--- src/rtl/post_normalizer.sv ---
// FP32 adder back end: normalizes the raw mantissa sum over several cycles,
// rounds to nearest-even and packs an IEEE-754 single, with valid/ready on both sides.
module post_normalizer #(
    parameter int unsigned SHIFT_STEP = 1
) (
    input  logic        clk,
    input  logic        rst_n,
    input  logic        in_valid,
    output logic        in_ready,
    input  logic        sign,
    input  logic [7:0]  exp,
    input  logic [27:0] mantis_sum,
    input  logic [2:0]  type_res,
    output logic        out_valid,
    input  logic        out_ready,
    output logic [31:0] result,
    output logic        flag_ovf,
    output logic        flag_unf,
    output logic        flag_inexact
);
    localparam int unsigned MW = 28;
    localparam int unsigned EW = 9;

    typedef enum logic [1:0] {IDLE, NORM, ROUND, DONE} state_t;

    state_t          state_q, state_d;
    logic            sign_q, sign_d;
    logic [EW-1:0]   exp_q, exp_d;
    logic [MW-1:0]   m_q, m_d;
    logic [2:0]      type_q, type_d;
    logic            in_ready_d, out_valid_d;
    logic [31:0]     result_d;
    logic            ovf_d, unf_d, inexact_d;

    logic [4:0]      lz, k;
    logic [EW-1:0]   exp_m1, exp_fin;
    logic            round_up, inexact;
    logic [24:0]     m_rnd;
    logic [22:0]     frac_fin;
    logic            hidden_fin;
    logic [7:0]      exp_field;

    // Leading zeros of the hidden+fraction+GRS field (bit 26 downward)
    function automatic logic [4:0] lzc27(input logic [26:0] v);
        logic [4:0] n;
        logic       found;
        n     = 5'd0;
        found = 1'b0;
        for (int i = 26; i >= 0; i--) begin
            if (!found) begin
                if (v[i]) found = 1'b1;
                else      n = n + 5'd1;
            end
        end
        return n;
    endfunction

    always_ff @(posedge clk) begin
        if (!rst_n) begin
            state_q      <= IDLE;
            sign_q       <= 1'b0;
            exp_q        <= '0;
            m_q          <= '0;
            type_q       <= '0;
            in_ready     <= 1'b1;
            out_valid    <= 1'b0;
            result       <= '0;
            flag_ovf     <= 1'b0;
            flag_unf     <= 1'b0;
            flag_inexact <= 1'b0;
        end else begin
            state_q      <= state_d;
            sign_q       <= sign_d;
            exp_q        <= exp_d;
            m_q          <= m_d;
            type_q       <= type_d;
            in_ready     <= in_ready_d;
            out_valid    <= out_valid_d;
            result       <= result_d;
            flag_ovf     <= ovf_d;
            flag_unf     <= unf_d;
            flag_inexact <= inexact_d;
        end
    end

    always_comb begin
        state_d   = state_q;
        sign_d    = sign_q;
        exp_d     = exp_q;
        m_d       = m_q;
        type_d    = type_q;
        result_d  = result;
        ovf_d     = flag_ovf;
        unf_d     = flag_unf;
        inexact_d = flag_inexact;

        // Left-shift amount, clamped so the exponent never drops below 1
        lz     = lzc27(m_q[26:0]);
        exp_m1 = exp_q - 9'd1;
        k      = 5'(SHIFT_STEP);
        if (lz < k) k = lz;
        if (exp_m1 < {4'b0, k}) k = exp_m1[4:0];

        // Nearest-even rounding at bit 3; a carry into bit 27 renormalizes by one
        inexact    = |m_q[2:0];
        round_up   = m_q[2] & (m_q[1] | m_q[0] | m_q[3]);
        m_rnd      = m_q[27:3] + 25'(round_up);
        exp_fin    = m_rnd[24] ? exp_q + 9'd1 : exp_q;
        frac_fin   = m_rnd[24] ? m_rnd[23:1] : m_rnd[22:0];
        hidden_fin = m_rnd[24] | m_rnd[23];
        exp_field  = hidden_fin ? exp_fin[7:0] : 8'd0;

        unique case (state_q)
            IDLE: begin
                if (in_valid) begin
                    sign_d  = sign;
                    exp_d   = (exp == 8'd0) ? 9'd1 : {1'b0, exp};
                    m_d     = mantis_sum;
                    type_d  = type_res;
                    state_d = NORM;
                end
            end
            NORM: begin
                if (type_q != 3'd0) begin
                    state_d = ROUND;
                end else if (m_q[27]) begin
                    m_d     = {1'b0, m_q[27:2], m_q[1] | m_q[0]};
                    exp_d   = exp_q + 9'd1;
                    state_d = ROUND;
                end else if (m_q[26] || (m_q == '0) || (exp_q == 9'd1)) begin
                    state_d = ROUND;
                end else begin
                    m_d   = m_q << k;
                    exp_d = exp_q - {4'b0, k};
                end
            end
            ROUND: begin
                ovf_d     = 1'b0;
                unf_d     = 1'b0;
                inexact_d = 1'b0;
                unique case (type_q)
                    3'd0: begin
                        if (m_q == '0) begin
                            result_d = 32'h0000_0000;
                        end else if (exp_fin >= 9'd255) begin
                            result_d  = {sign_q, 8'hFF, 23'd0};
                            ovf_d     = 1'b1;
                            inexact_d = 1'b1;
                        end else begin
                            result_d  = {sign_q, exp_field, frac_fin};
                            inexact_d = inexact;
                            unf_d     = (exp_field == 8'd0) & inexact;
                        end
                    end
                    3'd1:    result_d = {sign_q, 31'd0};
                    3'd2:    result_d = {sign_q, 8'hFF, 23'd0};
                    default: result_d = 32'h7FC0_0000;
                endcase
                state_d = DONE;
            end
            DONE: begin
                if (out_ready) state_d = IDLE;
            end
            default: state_d = IDLE;
        endcase

        in_ready_d  = (state_d == IDLE);
        out_valid_d = (state_d == DONE);
    end
endmodule

--- config.mk ---
export PLATFORM = sky130hd
export DESIGN_NAME = post_normalizer
export DESIGN_NICKNAME = d
export VERILOG_FILES = /design/src/rtl/post_normalizer.sv
export SDC_FILE = /design/constraint.sdc
export NUM_CORES = 1
export LEC_CHECK = 0
export ABC_AREA = 1
export CAP_MARGIN = 20
export CORE_MARGIN = 10
export CORE_UTILIZATION = 46
export DETAILED_ROUTE_END_ITERATION = 8
export HOLD_SLACK_MARGIN = 0.12
export PLACE_DENSITY = 0.75
export SLEW_MARGIN = 40
export SYNTH_ARGS = -nofsm -noshare
export SYNTH_HDL_FRONTEND = slang
export SYNTH_SLANG_ARGS = --single-unit
--- constraint.sdc ---
create_clock -name clk -period 19.35 [get_ports clk]
set_input_delay 2.9025 -clock clk [delete_from_list [all_inputs] [get_ports clk]]
set_output_delay 2.9025 -clock clk [all_outputs]
set_load 0.02 [all_outputs]
==> results of run 1 <==
[layout by cell type, fill, tap and decap left out, types with 26 or more instances in the layout]
master and instances:
sky130_fd_sc_hd__dfxtp_1 80, sky130_fd_sc_hd__xor2_1 27, sky130_fd_sc_hd__a21oi_1 124, sky130_fd_sc_hd__nand4_1 26, sky130_fd_sc_hd__nand2_1 456, sky130_fd_sc_hd__o21ai_0 51
sky130_fd_sc_hd__ha_1 35, sky130_fd_sc_hd__nand3_1 227, sky130_fd_sc_hd__clkdlybuf4s50_1 80, sky130_fd_sc_hd__nor2_1 149, sky130_fd_sc_hd__inv_1 175
[metrics by stage]
stage	area, sq um	util [%]	std cells	hold WS [ns]	worst slack (ns)
after CTS	10400	52.9	1936	0.469	2.68
after floorplan	9230	-	1648	0.449	4.46
after global placement	10100	51.3	1921	0.456	3.24
final	10400	52.9	1936	0.465	2.56
after detailed placement	10100	51.4	1921	0.458	2.70
after global routing	10400	52.9	1936	0.485	1.13
[cells in the mapped netlist (all sizes together) (20+ instances only)]
library cell / number
xor2: 29
dfxtp: 80
nor3: 20
a21oi: 124
ha: 35
nor2: 176
clkbuf: 51
nand2: 482
o21ai: 73
inv: 199
o211ai: 21
buf: 29
nand4: 26
nand3: 241
[worst max-delay path: cells and delay by family (launching register included)]
kind	cells	cell delay [ns]
compound gates	25	3.38
fa+ha+maj	24	6.39
buf+inv	20	1.98
flops	1	0.46
simple gates	38	4.47
[layout make-up]
type	count	area [sq um]	area share [%]
multi-input combinational	1281	6490	62.7
sequential	80	1600	15.5
timing repair buffer	88	861	8.31
inverter	207	781	7.54
tap	265	332	3.20
clock buffer	9	225	2.17
clock inverter	6	67.6	0.652
[registers in the layout, summed over array words and instances, names as in the netlist]
name / cells
out_valid: 1
flag_unf: 1
flag_inexact: 1
sign_q: 1
in_ready: 1
type_q: 3
state_q: 2
exp_q: 9
m_q: 28
result: 32
flag_ovf: 1
[per-layer routing]
| metal | share of wire [%] | wire, um | track usage (%) | vias up |
|---|---|---|---|---|
| met3 | 8.1 | 2490 | 3.48 | 63 |
| li1 | - | - | - | 5408 |
| met2 | 44 | 13700 | 36.6 | 439 |
| met4 | 3.8 | 1160 | 8.35 | 0 |
| met5 | 0 | 0 | 0 | - |
| met1 | 44 | 13500 | 30.6 | 4738 |
[worst min-delay path by stage]
stage	from	to	slack, ns	depth (start not counted)
after global placement	result[4]	result[4]	0.46	2
final	result[2]	result[2]	0.47	2
after detailed placement	result[21]	result[21]	0.46	2
after CTS	flag_ovf	flag_ovf	0.47	2
after global routing	result[31]	result[31]	0.49	2
after floorplan	sign_q	sign_q	0.45	2
[kinds of logic (layout without fill, tap and decap cells)]
kind of cell    Yosys count  in the layout  synth area share, %
buf+inv                 287            310                 12.5
fa+ha+maj                36             36                 4.97
simple gates            959            959                 46.7
xor+xnor                 31             31                 3.11
compound gates          251            251                 15.3
flops                    80             80                 17.4
other cells               1              4               0.0407
==> impl_metrics.prom, run 1 <==
# TYPE chip_impl_metric gauge
chip_impl_metric{name="grt_overflow_total",unit=""} 0
chip_impl_metric{name="timing.fmax",unit="MHz"} 59.6
chip_impl_metric{name="cts_clock_pin_slew_for_the_worst_setup_and_hold_paths",unit="ns"} 0.07
chip_impl_metric{name="grt_pass1_vias",unit=""} 9587
chip_impl_info{name="worstReg2RegStart",value="m_q[25]"} 1
chip_impl_metric{name="netlist_area",unit="sq mm"} 0.00922
chip_impl_metric{name="synth-seq-area-share",unit="%"} 17.4
chip_impl_metric{name="clock_tree.htree_level_count",unit=""} 3
chip_impl_metric{name="worst_slew_margin_rel",unit="%"} 43.7
chip_impl_metric{name="worstMarginPinSlew",unit="ns"} 0.842
chip_impl_metric{name="post_route_cells_drive_above_1_share",unit="%"} 7.48
chip_impl_metric{name="grt_pass1_wl",unit="um"} 49700
chip_impl_metric{name="die_h",unit="um"} 162
chip_impl_metric{name="synth-edff-count",unit=""} 0
chip_impl_metric{name="post_cts.repair.setup_buffers",unit=""} 0
chip_impl_metric{name="detailed_route_iter0_violations",unit=""} 1148
chip_impl_metric{name="firstDrtPassIters",unit=""} 6
chip_impl_metric{name="timing.final.hold_violations",unit=""} 0
chip_impl_metric{name="timing.critical_path.required",unit="ns"} 19.63
chip_impl_metric{name="worst_skew_pair.late_latency",unit="ns"} 0.35
chip_impl_metric{name="drt.antenna.violating_nets",unit=""} 0
chip_impl_metric{name="area_growth_syn_to_layout",unit="%"} 12.3
chip_impl_metric{name="clock_tree.buffer_depth",unit=""} 2
chip_impl_info{name="critical_path_class",value="flip-flop to flip-flop"} 1
chip_impl_metric{name="synthesis.area_per_instance",unit="sq um"} 5.61
chip_impl_metric{name="pin_count_of_the_biggest_net_entering_global_routing",unit=""} 68
chip_impl_metric{name="r2r_worst_path_depth",unit=""} 107
chip_impl_info{name="worst_hold_path_type",value="flip-flop to flip-flop"} 1
chip_impl_metric{name="final_min_period_over_clock_period",unit="%"} 86.8
chip_impl_info{name="grt_setup_unrepaired",value="no"} 1
chip_impl_metric{name="vias_per_cell",unit=""} 5.50
chip_impl_info{name="worst_setup_start_kind",value="flip-flop"} 1
chip_impl_metric{name="cp_peak_stage_delay",unit="ns"} 0.74
chip_impl_metric{name="slew_viol_final",unit=""} 0
chip_impl_info{name="cts_tree",value="yes"} 1
chip_impl_metric{name="ys_warn_count",unit=""} 0
chip_impl_metric{name="die-area",unit="sq mm"} 0.0261
chip_impl_metric{name="antenna_found_initial",unit=""} 0
chip_impl_metric{name="io_pins",unit=""} 81
chip_impl_info{name="postSynth.topFlopCell",value="sky130_fd_sc_hd__dfxtp_1"} 1
chip_impl_metric{name="syn-instance-count",unit=""} 1645
chip_impl_metric{name="postSynthRegisterBits",unit=""} 80
chip_impl_info{name="worstReg2RegEnd",value="m_q[22]"} 1
chip_impl_metric{name="floorplan.core_area",unit="sq mm"} 0.0196
chip_impl_info{name="critical_path.startpoint",value="m_q[25]"} 1
chip_impl_metric{name="post-synth-top-area-fraction",unit="%"} 18.6
chip_impl_metric{name="track_usage",unit="%"} 22.9
chip_impl_metric{name="cts-buffers-inserted",unit=""} 9
chip_impl_metric{name="io_buffers",unit=""} 80
chip_impl_info{name="cpMostUsedCell",value="sky130_fd_sc_hd__ha_1"} 1
chip_impl_info{name="end_kind",value="flip-flop"} 1
chip_impl_metric{name="net_count_reported_at_finish",unit=""} 1747
chip_impl_info{name="crit_slowest_cell",value="sky130_fd_sc_hd__inv_2"} 1
chip_impl_metric{name="place.gp.congestion",unit=""} 1.04
chip_impl_metric{name="r2r_slack",unit="ns"} 2.56
chip_impl_info{name="cp-endpoint",value="m_q[22]"} 1
chip_impl_metric{name="setup_tns_final",unit="ns"} 0
chip_impl_metric{name="wire_length_reported_by_the_detailed_router",unit="um"} 30800
chip_impl_metric{name="antenna_cells",unit=""} 0
chip_impl_metric{name="path_max_fanout",unit=""} 33
chip_impl_metric{name="drv.max_cap_violation_count",unit=""} 0
chip_impl_metric{name="ys_async_sr_fraction",unit="%"} 0
chip_impl_info{name="status",value="completed"} 1
chip_impl_metric{name="post_cts.resized_instances",unit=""} 0
chip_impl_metric{name="dp.final_hpwl",unit="um"} 23800
chip_impl_info{name="synthDominantAreaCellType",value="sky130_fd_sc_hd__nand2_1"} 1
chip_impl_metric{name="cts.sinks",unit=""} 80
chip_impl_info{name="clock-root-buffer",value="sky130_fd_sc_hd__clkbuf_16"} 1
chip_impl_metric{name="initial_utilization",unit="%"} 47.1
chip_impl_metric{name="drc",unit=""} 0
chip_impl_metric{name="detailroute.via_count",unit=""} 10600
chip_impl_metric{name="timing.critical_path.arrival",unit="ns"} 17.06
chip_impl_metric{name="die-width",unit="um"} 162
chip_impl_metric{name="setup_violations",unit=""} 0
chip_impl_info{name="synth.top_cells.by_area",value="sky130_fd_sc_hd__nand2_1 19%, sky130_fd_sc_hd__dfxtp_1 17%, sky130_fd_sc_hd__nand3_1 12%, sky130_fd_sc_hd__inv_1 7.2%, sky130_fd_sc_hd__a21oi_1 6.7%"} 1
chip_impl_metric{name="fin_skew",unit="ns"} 0.00734
chip_impl_metric{name="number_of_library_cell_types_mapped_by_synthesis",unit=""} 54
chip_impl_metric{name="routedWlPerCell",unit="um"} 15.9
chip_impl_metric{name="cts_hold_repair.buffers",unit=""} 0
chip_impl_metric{name="final_period_minus_worst_setup_slack",unit="ns"} 16.79
chip_impl_metric{name="std_cell_rows",unit=""} 51
chip_impl_metric{name="fillers",unit=""} 2064
Power of run 1 is not shown: default switching activity piles up to over one toggle a cycle in this logic, so the estimate is an artifact.
==> run 2, diff against run 1 <==
Settings changed: CTS_CLUSTER_SIZE set to 10.
==> results of run 2 <==
Final layout, timing and power as in run 1 (identical DEF).
Power of run 2 is left out for the same reason.
==> run 3, diff against run 2 <==
Settings changed: RECOVER_POWER set to 50.
==> run 3 against run 2 <==
  * The run now ends with capacitance limit, slew limit left
  * Critical endpoint unchanged
  * Utilization about the same
  * Fmax shrank 0.46%
  * Critical path depth unchanged
  * Clock skew barely moved
  * Critical path type unchanged
  * Clock-buffer cell count stayed put
  * Cell count did not move
  * Non-clock buffer count unchanged
  * Via count increased by 0.28%
  * Worst hold slack lost 0.0043 ns
  * Register-to-register slack got worse by 0.08 ns
==> impl_metrics.prom, run 3 (synthesis results as in run 1) <==
# TYPE chip_impl_metric gauge
chip_impl_metric{name="timing.fmax",unit="MHz"} 59.3
chip_impl_info{name="most-common-layout-cells",value="456 x sky130_fd_sc_hd__nand2_1, 227 x sky130_fd_sc_hd__nand3_1, 175 x sky130_fd_sc_hd__inv_1"} 1
chip_impl_info{name="cpMostUsedCell",value="sky130_fd_sc_hd__ha_1"} 1
chip_impl_metric{name="clock_tree.htree_level_count",unit=""} 3
chip_impl_info{name="critical_path.startpoint",value="m_q[25]"} 1
chip_impl_metric{name="final_period_minus_worst_setup_slack",unit="ns"} 16.86
chip_impl_metric{name="cts.sinks",unit=""} 80
chip_impl_metric{name="dp.final_hpwl",unit="um"} 23800
chip_impl_metric{name="track_usage",unit="%"} 22.9
chip_impl_metric{name="area_growth_syn_to_layout",unit="%"} 12.3
chip_impl_info{name="critical_path_class",value="flip-flop to flip-flop"} 1
chip_impl_info{name="top_register",value="result"} 1
chip_impl_metric{name="post_route_cells_drive_above_1_share",unit="%"} 7.42
chip_impl_metric{name="post_cts.resized_instances",unit=""} 0
chip_impl_info{name="end_kind",value="flip-flop"} 1
chip_impl_info{name="crit_slowest_cell",value="sky130_fd_sc_hd__inv_2"} 1
chip_impl_metric{name="cp_peak_stage_delay",unit="ns"} 0.74
chip_impl_metric{name="r2r_slack",unit="ns"} 2.49
chip_impl_metric{name="drc",unit=""} 0
chip_impl_metric{name="worst_slew_margin_rel",unit="%"} -68.8
chip_impl_metric{name="die-width",unit="um"} 162
chip_impl_metric{name="routedWlPerCell",unit="um"} 15.9
chip_impl_metric{name="setup_tns_final",unit="ns"} 0
chip_impl_metric{name="grt_overflow_total",unit=""} 0
chip_impl_metric{name="grt_pass1_vias",unit=""} 9587
chip_impl_metric{name="std_cell_rows",unit=""} 51
chip_impl_metric{name="path_max_fanout",unit=""} 33
chip_impl_info{name="worst_setup_start_kind",value="flip-flop"} 1
chip_impl_metric{name="net_count_reported_at_finish",unit=""} 1747
chip_impl_metric{name="drv.max_cap_violation_count",unit=""} 2
chip_impl_metric{name="floorplan.core_area",unit="sq mm"} 0.0196
chip_impl_metric{name="pin_count_of_the_biggest_net_entering_global_routing",unit=""} 68
chip_impl_info{name="grt_setup_unrepaired",value="no"} 1
chip_impl_metric{name="worstMarginPinSlew",unit="ns"} 2.52
chip_impl_metric{name="io_buffers",unit=""} 80
chip_impl_metric{name="fin_skew",unit="ns"} 0.00736
chip_impl_metric{name="r2r_worst_path_depth",unit=""} 107
chip_impl_metric{name="antenna_cells",unit=""} 0
chip_impl_metric{name="place.gp.congestion",unit=""} 1.04
chip_impl_metric{name="post_cts.repair.setup_buffers",unit=""} 0
chip_impl_info{name="status",value="finished, violations left"} 1
chip_impl_metric{name="timing.critical_path.arrival",unit="ns"} 17.08
chip_impl_info{name="cts_tree",value="yes"} 1
chip_impl_metric{name="detailed_route_iter0_violations",unit=""} 1140
chip_impl_metric{name="number_of_flip_flops_under_the_largest_register_name",unit=""} 32
chip_impl_metric{name="die_h",unit="um"} 162
chip_impl_metric{name="firstDrtPassIters",unit=""} 6
chip_impl_metric{name="io_pins",unit=""} 81
chip_impl_info{name="final_common_cell",value="sky130_fd_sc_hd__nand2_1"} 1
chip_impl_metric{name="cts_hold_repair.buffers",unit=""} 0
chip_impl_info{name="worst_hold_path_type",value="flip-flop to flip-flop"} 1
chip_impl_metric{name="grt_pass1_wl",unit="um"} 49700
chip_impl_metric{name="die-area",unit="sq mm"} 0.0261
chip_impl_metric{name="timing.critical_path.required",unit="ns"} 19.56
chip_impl_metric{name="timing.final.hold_violations",unit=""} 0
chip_impl_metric{name="hold_ws",unit="ns"} 0.461
chip_impl_metric{name="detailroute.via_count",unit=""} 10700
chip_impl_metric{name="cts-buffers-inserted",unit=""} 9
chip_impl_info{name="worstReg2RegStart",value="m_q[25]"} 1
chip_impl_metric{name="initial_utilization",unit="%"} 47.1
chip_impl_metric{name="setup_violations",unit=""} 0
chip_impl_metric{name="wire_length_reported_by_the_detailed_router",unit="um"} 30900
chip_impl_info{name="failed_checks",value="capacitance limit, slew limit"} 1
chip_impl_metric{name="worst_skew_pair.late_latency",unit="ns"} 0.35
chip_impl_metric{name="clock_tree.buffer_depth",unit=""} 2
chip_impl_info{name="cp-endpoint",value="m_q[22]"} 1
chip_impl_metric{name="cts_clock_pin_slew_for_the_worst_setup_and_hold_paths",unit="ns"} 0.07
chip_impl_metric{name="vias_per_cell",unit=""} 5.52
chip_impl_metric{name="drt.antenna.violating_nets",unit=""} 0
chip_impl_metric{name="post-route-util",unit="%"} 52.9
chip_impl_metric{name="fillers",unit=""} 2067
chip_impl_info{name="clock-root-buffer",value="sky130_fd_sc_hd__clkbuf_16"} 1
chip_impl_info{name="biggestRegsByFlops",value="result: 32 flops, m_q: 28 flops, exp_q: 9 flops"} 1
chip_impl_metric{name="final_min_period_over_clock_period",unit="%"} 87.2
chip_impl_metric{name="slew_viol_final",unit=""} 111
chip_impl_info{name="worstReg2RegEnd",value="m_q[22]"} 1
chip_impl_metric{name="antenna_found_initial",unit=""} 0
-- run 3: how the worst min path moves through the flow --
stage / startpoint / to / slack (ns) / cells past startpoint
2_1_floorplan: sign_q / sign_q / 0.45 / 2
3_3_place_gp: result[4] / result[4] / 0.46 / 2
3_5_place_dp: result[21] / result[21] / 0.46 / 2
4_1_cts: flag_ovf / flag_ovf / 0.47 / 2
5_1_grt: result[31] / result[31] / 0.48 / 2
6_report: result[2] / result[2] / 0.46 / 2
-- run 3: stage by stage --
stage	setup slack [ns]	area (sq um)	instances
final	2.49	10400	1936
after global routing	1.06	10400	1936
after CTS	2.68	10400	1936
after detailed placement	2.70	10100	1921
after global placement	3.24	10100	1921
after floorplan	4.46	9230	1648
-- run 3: critical path, delay by kind of cell, from the launching register on --
family	cells	cell delay, ns
fa+ha+maj	24	6.39
simple gates	38	4.48
compound gates	25	3.38
buf+inv	20	1.98
flops	1	0.47
-- run 3: layout make-up --
| class | instances | area, sq um | share of cell area (%) |
|---|---|---|---|
| sequential | 80 | 1600 | 15.5 |
| multi-input combinational | 1281 | 6490 | 62.7 |
| clock buffer | 9 | 225 | 2.18 |
| timing repair buffer | 88 | 857 | 8.28 |
| inverter | 207 | 779 | 7.53 |
| clock inverter | 6 | 67.6 | 0.653 |
| tap | 265 | 332 | 3.20 |
-- run 3: layer usage --
layer | up-vias | track usage (%) | part of all wire (%)
met5 | - | 0 | 0
met4 | 0 | 8.35 | 3.7
met3 | 63 | 3.48 | 7.7
met2 | 428 | 36.6 | 44
met1 | 4780 | 30.6 | 44
li1 | 5407 | - | -
Power of run 3 is left out for the same reason.
